### src/rtl/game_pkg.sv
// Shared game datapath definitions: widths, collision FSM encodings,
// datapath op codes and a small popcount helper.
package game_pkg;

  localparam int N_ENEMY = 3;
  localparam int COORD_W = 10;
  localparam int RAD_W   = 6;

  // Derived datapath widths
  localparam int SUM_W = RAD_W + 1;     // r + ENEMY_R
  localparam int THR_W = 2 * SUM_W;     // (r + ENEMY_R)^2
  localparam int SQ_W  = 2 * COORD_W;   // |d|^2
  localparam int ACC_W = SQ_W + 1;      // dx^2 + dy^2

  // Collision FSM state encodings
  localparam logic [2:0] ST_IDLE = 3'd0;
  localparam logic [2:0] ST_RAD  = 3'd1;
  localparam logic [2:0] ST_DX   = 3'd2;
  localparam logic [2:0] ST_DY   = 3'd3;
  localparam logic [2:0] ST_CMP  = 3'd4;
  localparam logic [2:0] ST_DONE = 3'd5;

  // What the shared square unit does with its product this cycle
  typedef enum logic [1:0] {
    OP_NONE = 2'd0,
    OP_THR  = 2'd1,   // product -> thr
    OP_LOAD = 2'd2,   // product -> acc
    OP_ADD  = 2'd3    // acc + product -> acc
  } sq_op_t;

  function automatic logic [1:0] popcount3(input logic [N_ENEMY-1:0] v);
    logic [1:0] c;
    c = '0;
    for (int i = 0; i < N_ENEMY; i++) c = c + {1'b0, v[i]};
    return c;
  endfunction

endpackage

### src/rtl/sq_dist_unit.sv
// Shared abs-diff / square / accumulate datapath. A single multiplier
// squares either the radius sum or |a - b|, selected by op.
module sq_dist_unit
  import game_pkg::*;
#(
  parameter int ENEMY_R = 8
) (
  input  logic               clk,
  input  logic               reset,
  input  sq_op_t             op,
  input  logic [COORD_W-1:0] a,
  input  logic [COORD_W-1:0] b,
  input  logic [RAD_W-1:0]   r,
  output logic [ACC_W-1:0]   acc,
  output logic [THR_W-1:0]   thr
);

  localparam logic [SUM_W-1:0] ENEMY_R_V = SUM_W'(ENEMY_R);

  logic [SUM_W-1:0]   rad_sum;
  logic [COORD_W-1:0] abs_diff;
  logic [COORD_W-1:0] mul_op;
  logic [SQ_W-1:0]    sq;

  // Operand select feeding the one shared squarer
  always_comb begin
    rad_sum  = {1'b0, r} + ENEMY_R_V;
    abs_diff = (a >= b) ? (a - b) : (b - a);
    mul_op   = (op == OP_THR) ? {{(COORD_W-SUM_W){1'b0}}, rad_sum} : abs_diff;
    sq       = SQ_W'(mul_op) * SQ_W'(mul_op);
  end

  // Threshold / accumulator registers; max 2*1023^2 fits ACC_W
  always_ff @(posedge clk or posedge reset) begin
    if (reset) begin
      acc <= '0;
      thr <= '0;
    end else begin
      case (op)
        OP_THR:  thr <= sq[THR_W-1:0];
        OP_LOAD: acc <= {1'b0, sq};
        OP_ADD:  acc <= acc + {1'b0, sq};
        default: ;
      endcase
    end
  end

endmodule

### src/rtl/collision_scheduler.sv
// Per-frame player-vs-enemy circle collision controller. Steps one shared
// squared-distance unit through radius, dx, dy and compare for each enemy,
// then publishes a hit vector and updates a saturating score.
module collision_scheduler
  import game_pkg::*;
#(
  parameter int ENEMY_R = 8,
  parameter int SCORE_W = 8
) (
  input  logic               clk,
  input  logic               reset,
  input  logic               frame_tick,
  input  logic               gamemenu,
  input  logic               gamerun,
  input  logic [COORD_W-1:0] x,
  input  logic [COORD_W-1:0] y,
  input  logic [RAD_W-1:0]   r,
  input  logic [COORD_W-1:0] E1x,
  input  logic [COORD_W-1:0] E1y,
  input  logic [COORD_W-1:0] E2x,
  input  logic [COORD_W-1:0] E2y,
  input  logic [COORD_W-1:0] E3x,
  input  logic [COORD_W-1:0] E3y,
  output logic               busy,
  output logic [N_ENEMY-1:0] hit,
  output logic               hit_valid,
  output logic [SCORE_W-1:0] score,
  output logic               overrun
);

  localparam logic [SCORE_W+1:0] SCORE_MAX = {2'b00, {SCORE_W{1'b1}}};

  logic [2:0]                       state;
  logic [1:0]                       idx;
  logic [N_ENEMY-1:0]               hit_r;
  logic [COORD_W-1:0]               x_s, y_s;
  logic [RAD_W-1:0]                 r_s;
  logic [N_ENEMY-1:0][COORD_W-1:0]  ex_s, ey_s;

  sq_op_t             op;
  logic [COORD_W-1:0] op_a, op_b;
  logic [ACC_W-1:0]   acc;
  logic [THR_W-1:0]   thr;
  logic               start;
  logic               in_range;
  logic [SCORE_W+1:0] score_sum;
  logic [SCORE_W-1:0] score_nxt;

  sq_dist_unit #(.ENEMY_R(ENEMY_R)) u_sq (
    .clk   (clk),
    .reset (reset),
    .op    (op),
    .a     (op_a),
    .b     (op_b),
    .r     (r_s),
    .acc   (acc),
    .thr   (thr)
  );

  // Datapath op and operand select by FSM state; compare and score math
  always_comb begin
    start = (state == ST_IDLE) && frame_tick && gamerun;
    op    = OP_NONE;
    op_a  = x_s;
    op_b  = ex_s[idx];
    case (state)
      ST_RAD: op = OP_THR;
      ST_DX:  op = OP_LOAD;
      ST_DY: begin
        op   = OP_ADD;
        op_a = y_s;
        op_b = ey_s[idx];
      end
      default: ;
    endcase
    in_range  = (acc <= ACC_W'(thr));   // touching counts as a hit
    score_sum = {2'b00, score} + (SCORE_W+2)'(popcount3(hit_r));
    score_nxt = (score_sum > SCORE_MAX) ? SCORE_MAX[SCORE_W-1:0]
                                        : score_sum[SCORE_W-1:0];
  end

  // Freeze the frame's inputs when a check sequence starts
  always_ff @(posedge clk or posedge reset) begin
    if (reset) begin
      x_s  <= '0;
      y_s  <= '0;
      r_s  <= '0;
      ex_s <= '0;
      ey_s <= '0;
    end else if (start) begin
      x_s  <= x;
      y_s  <= y;
      r_s  <= r;
      ex_s <= {E3x, E2x, E1x};
      ey_s <= {E3y, E2y, E1y};
    end
  end

  // Check sequencer: RAD, then DX/DY/CMP per enemy, then DONE; gamerun low aborts
  always_ff @(posedge clk or posedge reset) begin
    if (reset) begin
      state     <= ST_IDLE;
      idx       <= '0;
      busy      <= 1'b0;
      hit_r     <= '0;
      hit       <= '0;
      hit_valid <= 1'b0;
    end else begin
      hit_valid <= 1'b0;
      if (state != ST_IDLE && !gamerun) begin
        state <= ST_IDLE;
        idx   <= '0;
        busy  <= 1'b0;
      end else begin
        case (state)
          ST_IDLE: if (start) begin
            state <= ST_RAD;
            busy  <= 1'b1;
          end
          ST_RAD: begin
            idx   <= '0;
            hit_r <= '0;
            state <= ST_DX;
          end
          ST_DX: state <= ST_DY;
          ST_DY: state <= ST_CMP;
          ST_CMP: begin
            hit_r[idx] <= in_range;
            if (idx == 2'(N_ENEMY - 1)) begin
              state <= ST_DONE;
            end else begin
              idx   <= idx + 2'd1;
              state <= ST_DX;
            end
          end
          ST_DONE: begin
            hit       <= hit_r;
            hit_valid <= 1'b1;
            busy      <= 1'b0;
            state     <= ST_IDLE;
          end
          default: begin
            state <= ST_IDLE;
            busy  <= 1'b0;
          end
        endcase
      end
    end
  end

  // Saturating score; menu clears it
  always_ff @(posedge clk or posedge reset) begin
    if (reset)
      score <= '0;
    else if (gamemenu)
      score <= '0;
    else if (state == ST_DONE && gamerun)
      score <= score_nxt;
  end

  // Sticky flag for a frame tick that landed while a sequence was in flight
  always_ff @(posedge clk or posedge reset) begin
    if (reset)
      overrun <= 1'b0;
    else if (gamemenu)
      overrun <= 1'b0;
    else if (frame_tick && busy)
      overrun <= 1'b1;
  end

endmodule

### config.mk
export PLATFORM = sky130hd
export DESIGN_NAME = collision_scheduler
export DESIGN_NICKNAME = d
export VERILOG_FILES = /design/src/rtl/game_pkg.sv /design/src/rtl/sq_dist_unit.sv /design/src/rtl/collision_scheduler.sv
export SDC_FILE = /design/constraint.sdc
export NUM_CORES = 1
export LEC_CHECK = 0
export BUFFER_PORTS_ARGS = -buffer_cell sky130_fd_sc_hd__buf_4
export CORE_ASPECT_RATIO = 1.1
export CORE_MARGIN = 2
export CORE_UTILIZATION = 30
export CTS_CLUSTER_SIZE = 14
export DETAILED_ROUTE_END_ITERATION = 16
export HOLD_SLACK_MARGIN = 0.03
export PLACE_DENSITY_LB_ADDON = 0.3
export SYNTH_ARGS = -nofsm -noshare
export SYNTH_HDL_FRONTEND = slang
export SYNTH_SLANG_ARGS = --single-unit
### constraint.sdc
create_clock -name clk -period 28.8 [get_ports clk]
set_input_delay 2.88 -clock clk [delete_from_list [all_inputs] [get_ports clk]]
set_output_delay 2.88 -clock clk [all_outputs]
set_load 0.05 [all_outputs]
==> results of run 1 <==
## state kept, by name, indices dropped and copies added (netlist names)
name / flops
idx: 2
overrun: 1
u_sq.thr: 13
hit_valid: 1
u_sq.acc: 21
score: 8
hit: 3
state: 3
hit_r: 3
ey_s: 30
x_s: 10
r_s: 6
busy: 1
ex_s: 30
y_s: 10
## routing by layer
layer / vias to the layer above / global-route usage, % / part of all wire (%)
met3: 26 / 3.70 / 5.0
met1: 4147 / 18.0 / 44
met2: 158 / 25.0 / 50
met5: - / 0 / 0
met4: 0 / 3.21 / 1.1
li1: 4153 / - / -
## final cells by class
| class | instances | area, um^2 |
|---|---|---|
| multi-input combinational | 844 | 7090 |
| clock inverter | 15 | 179 |
| fill | 3829 | 23800 |
| sequential | 142 | 3550 |
| clock buffer | 17 | 425 |
| tap | 494 | 618 |
| inverter | 124 | 470 |
| timing repair buffer | 115 | 863 |
## final timing paths
check | slack, ns | to | startpoint | cells after the start
setup / recovery | 17.21 | u_sq.acc[20] | state[2] | 41
hold reg to reg | 0.48 | u_sq.thr[4] | u_sq.thr[4] | 2
setup reg to reg | 17.21 | u_sq.acc[20] | state[2] | 41
hold / removal | 0.48 | u_sq.thr[4] | u_sq.thr[4] | 2
max in group asynchronous | 24.81 | r_s[2] | reset | 3
min in group asynchronous | 2.50 | ey_s[22] | reset | 2
## critical path, delay by kind of cell (launching register included)
family	cells	cell delay (ns)
and+or+nand+nor	13	2.36
buffers and inverters	5	0.71
muxes	2	0.73
adders and majority gates	9	3.66
DFF	1	0.59
AOI/OAI and AO/OA	10	2.93
xor gates and xnor gates	2	0.46
## synthesized netlist by cell type (4+ instances only)
| cell type | count | area [um^2] |
|---|---|---|
| dfrtp_1 | 142 | 3550 |
| o31ai_1 | 4 | 30.0 |
| nor2_1 | 86 | 323 |
| inv_1 | 122 | 458 |
| nor2b_1 | 11 | 68.8 |
| a31oi_1 | 9 | 56.3 |
| and2_1 | 5 | 31.3 |
| fa_1 | 51 | 1020 |
| xnor2_1 | 30 | 263 |
| clkbuf_1 | 24 | 90.1 |
| mux4_2 | 10 | 225 |
| nand3_1 | 35 | 175 |
| o21ai_0 | 45 | 225 |
| a21o_1 | 25 | 188 |
| nor3_1 | 11 | 55.1 |
| ha_1 | 109 | 1360 |
| or2_2 | 13 | 81.3 |
| a21oi_1 | 81 | 405 |
| mux2i_1 | 13 | 130 |
| mux2_2 | 96 | 1080 |
| nand4_1 | 4 | 25.0 |
| o21a_1 | 4 | 30.0 |
| xor2_1 | 13 | 114 |
| a211oi_1 | 11 | 82.6 |
| nand2_1 | 86 | 323 |
| o21bai_1 | 7 | 52.6 |
| buf_1 | 10 | 37.5 |
| and3_1 | 10 | 62.6 |
| nand2b_1 | 12 | 75.1 |
## per-stage QoR
| step | hold slack [ns] | setup WS, ns | utilization [%] |
|---|---|---|---|
| after floorplan | 0.449 | 18.59 | - |
| after global placement | 0.467 | 17.46 | 34.0 |
| after detailed placement | 0.470 | 17.24 | 34.0 |
| after CTS | 0.486 | 17.21 | 35.6 |
| after global routing | 0.513 | 16.29 | 35.6 |
| final | 0.482 | 17.21 | 35.6 |
## cell families after synthesis
kind of cell             count (synthesis)  synth area share (%)
AO/OA/AOI/OAI                          227                  13.0
flip-flops                             142                  31.6
buffers and inverters                  163                  5.60
AND/OR/NAND/NOR                        294                  12.4
XOR/XNOR                                44                  3.49
adder cells (fa/ha/maj)                160                  21.2
multiplexers                           119                  12.8
==> metrics.txt, run 1 <==
EDFF count, synth 0; drt drc 0; Async SR Flop Fraction between 90% and 100%; Slew HR 25.4%; ratio of cells with drive above 1 in the final layout approximately 23%; clock-pin slew on the worst setup and hold paths ~0.07 ns; P&R area growth vs syn 17.2%; fmax approximately 86 MHz; first-pass GRT wire length between 40000 and 50000 um; MaxCap Viol Count 0; Non-Filler Instances 1751; DRT Pass-1 Iters 5; largest net degree at the start of global routing 87; Worst setup SP type flip-flop; DRC marker count from the first detailed-route iteration between 400 and 500; CTS sink cnt 142; CTS Buf Count 17; detailed placement HPWL approximately 21000 um; Yosys cell types 75; sequential area share after synthesis between 30% and 40%; GRT Overall Usage approximately 14%; Initial Util a little under a third; Arr. time, crit path between 10 and 15 ns; Post-DRT Antenna Nets 0; Max clock buf depth 2; Slew Limit Fails 0; Worst Hold Class reg -> reg; # placed instances approximately 1.7k; Yosys reg bits around 140; Critical Path RT between 20 and 30 ns; Setup Viol. Count Final 0; n_diodes 0; setup repair after global routing missed its margin no; Hold-fix buffers, CTS 0; CP max FO 27; GRT overflow 0; routed via count 8484; # resized after CTS 0; H-tree depth 4; CP max stage delay between 0.5 and 0.6 ns; Worst-Skew Late Latency around 0.44 ns; Avg Inst Size Synth 9.80 um^2; vias per inst approximately 4.8; number of port buffers between 100 and 150; Post-Syn Area about 11000 um^2; top_reg_cell synth dfrtp_1; commonest non-fill, non-tap cell in the layout dfrtp_1; crit end category flip-flop; Die W around 190 um; Nets approximately 1.5k; CP max stage cell dfrtp_1; Fin Setup TNS 0 ns; DR WL/cell ~16 um; CTS tree done; Layout Skew 0.0123 ns; run status complete, no violations; final hold vios 0; syn_nets around 1.4k; total detailed-routing wirelength around 27000 um; Placement Rows 74; commonest cells after routing, fill and taps aside dfrtp_1, inv_1, buf_4; dpl cell area roughly 13000 um^2; io pins around 110; die area ~39000 um^2; # Post-CTS Setup Buffers 0; antenna violations before repair 0; Syn Inst Count 1149; Die Height 207 um; Tightest Pin Transition 1.12 ns; number of global-route vias before repair between 8k and 9k; fin area approximately 13000 um^2; gpl congestion 0.844; CTS root buf clkbuf_16; period utilisation layout approximately two fifths; YS warnings 0; Final min period 11.59 ns; Setup CP Type reg -> reg; core box area 37000 um^2
Power of run 1 is not shown: default switching activity piles up to over one toggle a cycle in this logic, so the estimate is an artifact.
==> run 2: changes to the inputs <==
- ABC_AREA: default -> 1
- clock period: 28.8 -> 12 ns (I/O delays scaled with it)
==> run 2 against run 1 <==
  * Die area increased by 2.9%
  * Core utilization decreased by 0.16 points
  * Clock skew decreased by 0.0026 ns
  * Synthesized area increased by 3.0%
  * Setup slack got worse by 16 ns
  * Sequential share of layout area decreased by 0.63 points
==> metrics.txt, run 2 <==
Avg Inst Size Synth approximately 8.4 um^2; Yosys reg bits between 100 and 150; antenna violations before repair 0; Placement Rows 75; Layout Skew 0.00970 ns; flip-flop and latch area 3550 um^2; most common cell in the synthesized netlist nand2_1; drt drc 0; Final min period 10.47 ns; fmax ~95 MHz; post-layout util around 35%; Max clock buf depth 2; CTS sink cnt approximately 140; Worst Setup SP state[2]; P&R area growth vs syn 16.5%; Reg2Reg Depth 47; number of port buffers approximately 100; final hold vios 0; Die Height approximately 210 um; Worst-Skew Late Latency 0.43 ns; Fill cells approximately 4.1k; gpl congestion between 0.8 and 0.9; Setup CP Type reg -> reg; largest registers ex_s (30), ey_s (30), u_sq.acc (21); EDFF count, synth 0; synth top area cells dfrtp_1, ha_1, fa_1; top_reg_cell synth dfrtp_1; GRT Overall Usage between 10% and 20%; # resized after CTS 0; commonest cells after routing, fill and taps aside nand2_1, inv_1, dfrtp_1; CTS root buf clkbuf_16; Fin Setup TNS 0 ns; Worst setup SP type flip-flop; Tightest Pin Transition 0.963 ns; Critical Path RT ~12 ns; Slew HR a little over a third; Async SR Flop Fraction 100%; Die W between 150 and 200 um; crit path to u_sq.acc[20]; ratio of cells with drive above 1 in the final layout between 10% and 20%; R2R Path End u_sq.acc[20]; crit end category flip-flop; die area a little over 40000 um^2; Slew Limit Fails 0; routed via count about 9.4k; GRT overflow 0; detailed placement HPWL 23600 um; YS warnings 0; syn_nets about 1.6k; reg-to-reg slack, setup 1.53 ns; MaxCap Viol Count 0; commonest non-fill, non-tap cell in the layout nand2_1; run status complete, no violations; Worst Hold Class reg -> reg; period utilisation layout approximately 87%; # Post-CTS Setup Buffers 0; CP max stage delay ~0.53 ns; total detailed-routing wirelength 30200 um; H-tree depth 4; Reg-to-Reg Start state[2]; DRT Pass-1 Iters 5; clock-pin slew on the worst setup and hold paths 0.06 ns; CP max FO 23; Syn Inst Count between 1k and 1.5k; Yosys cell types 58; CTS Buf Count 17; Post-Syn Area between 10000 and 15000 um^2; largest net degree at the start of global routing 78; CTS tree done; synth cell count leaders nand2_1, inv_1, dfrtp_1, nor2_1, ha_1; multi-input combinational cell area about 7100 um^2; first-pass GRT wire length 50100 um; Setup Viol. Count Final 0; sequential area share after synthesis 30.6%; io pins roughly 110; number of global-route vias before repair slightly below 10k; post-synth top area cell dfrtp_1; setup repair after global routing missed its margin no; DR WL/cell about 15 um; Hold-fix buffers, CTS 0; Post-DRT Antenna Nets 0; CP max stage cell fa_1; n_diodes 0; Arr. time, crit path around 11 ns; DRC marker count from the first detailed-route iteration 439; Synth top area share 30.6%; vias per inst roughly 4.7; core box area between 30000 and 40000 um^2; Initial Util 30.4%; Nets 1736
## run 2: stage by stage
step	instances	hold slack [ns]	worst slack, ns	instance area [um^2]
after detailed placement	1966	0.475	1.52	12900
after floorplan	1387	0.446	3.18	11600
final	1998	0.484	1.53	13500
after CTS	1998	0.492	1.50	13500
after global placement	1966	0.466	1.63	12900
after global routing	1998	0.514	0.545	13500
## run 2: how the worst min path moves through the flow
stage                 start           end  slack (ns)  cells after the start
3_5_place_dp   u_sq.thr[13]  u_sq.thr[13]        0.48                      2
4_1_cts        u_sq.thr[13]  u_sq.thr[13]        0.49                      2
5_1_grt        u_sq.thr[13]  u_sq.thr[13]        0.51                      2
6_report             hit[1]        hit[1]        0.48                      2
3_3_place_gp   u_sq.thr[13]  u_sq.thr[13]        0.47                      2
2_1_floorplan   u_sq.thr[0]   u_sq.thr[0]        0.45                      2
## run 2: layout make-up
type | instances | area share (%)
inverter | 207 | 5.84
timing repair buffer | 110 | 6.11
sequential | 142 | 26.3
clock inverter | 13 | 1.15
clock buffer | 19 | 3.20
tap | 500 | 4.63
multi-input combinational | 1007 | 52.8
## run 2: layer usage
| layer | vias up | track usage [%] | share of wire, % |
|---|---|---|---|
| li1 | 4699 | - | - |
| met1 | 4550 | 19.3 | 44 |
| met2 | 158 | 27.7 | 51 |
| met3 | 31 | 3.13 | 3.6 |
| met4 | 0 | 4.64 | 1.9 |
| met5 | - | 0 | 0 |
## run 2: cells by family after synthesis
logic type | Yosys count | share of synthesized area, %
AOI/OAI and AO/OA | 225 | 11.3
xor gates and xnor gates | 38 | 3.06
buffers and inverters | 238 | 8.02
adders and majority gates | 160 | 20.6
and+or+nand+nor | 506 | 18.9
DFF | 142 | 30.6
muxes | 78 | 7.55
## run 2: critical path: cells and delay by family, from the launching register on
kind	cells	cell delay, ns
fa+ha+maj	9	3.80
buf+inv	9	1.70
flops	1	0.49
xor+xnor	2	0.33
compound gates	14	2.82
simple gates	13	1.18
Power of run 2 is left out for the same reason.
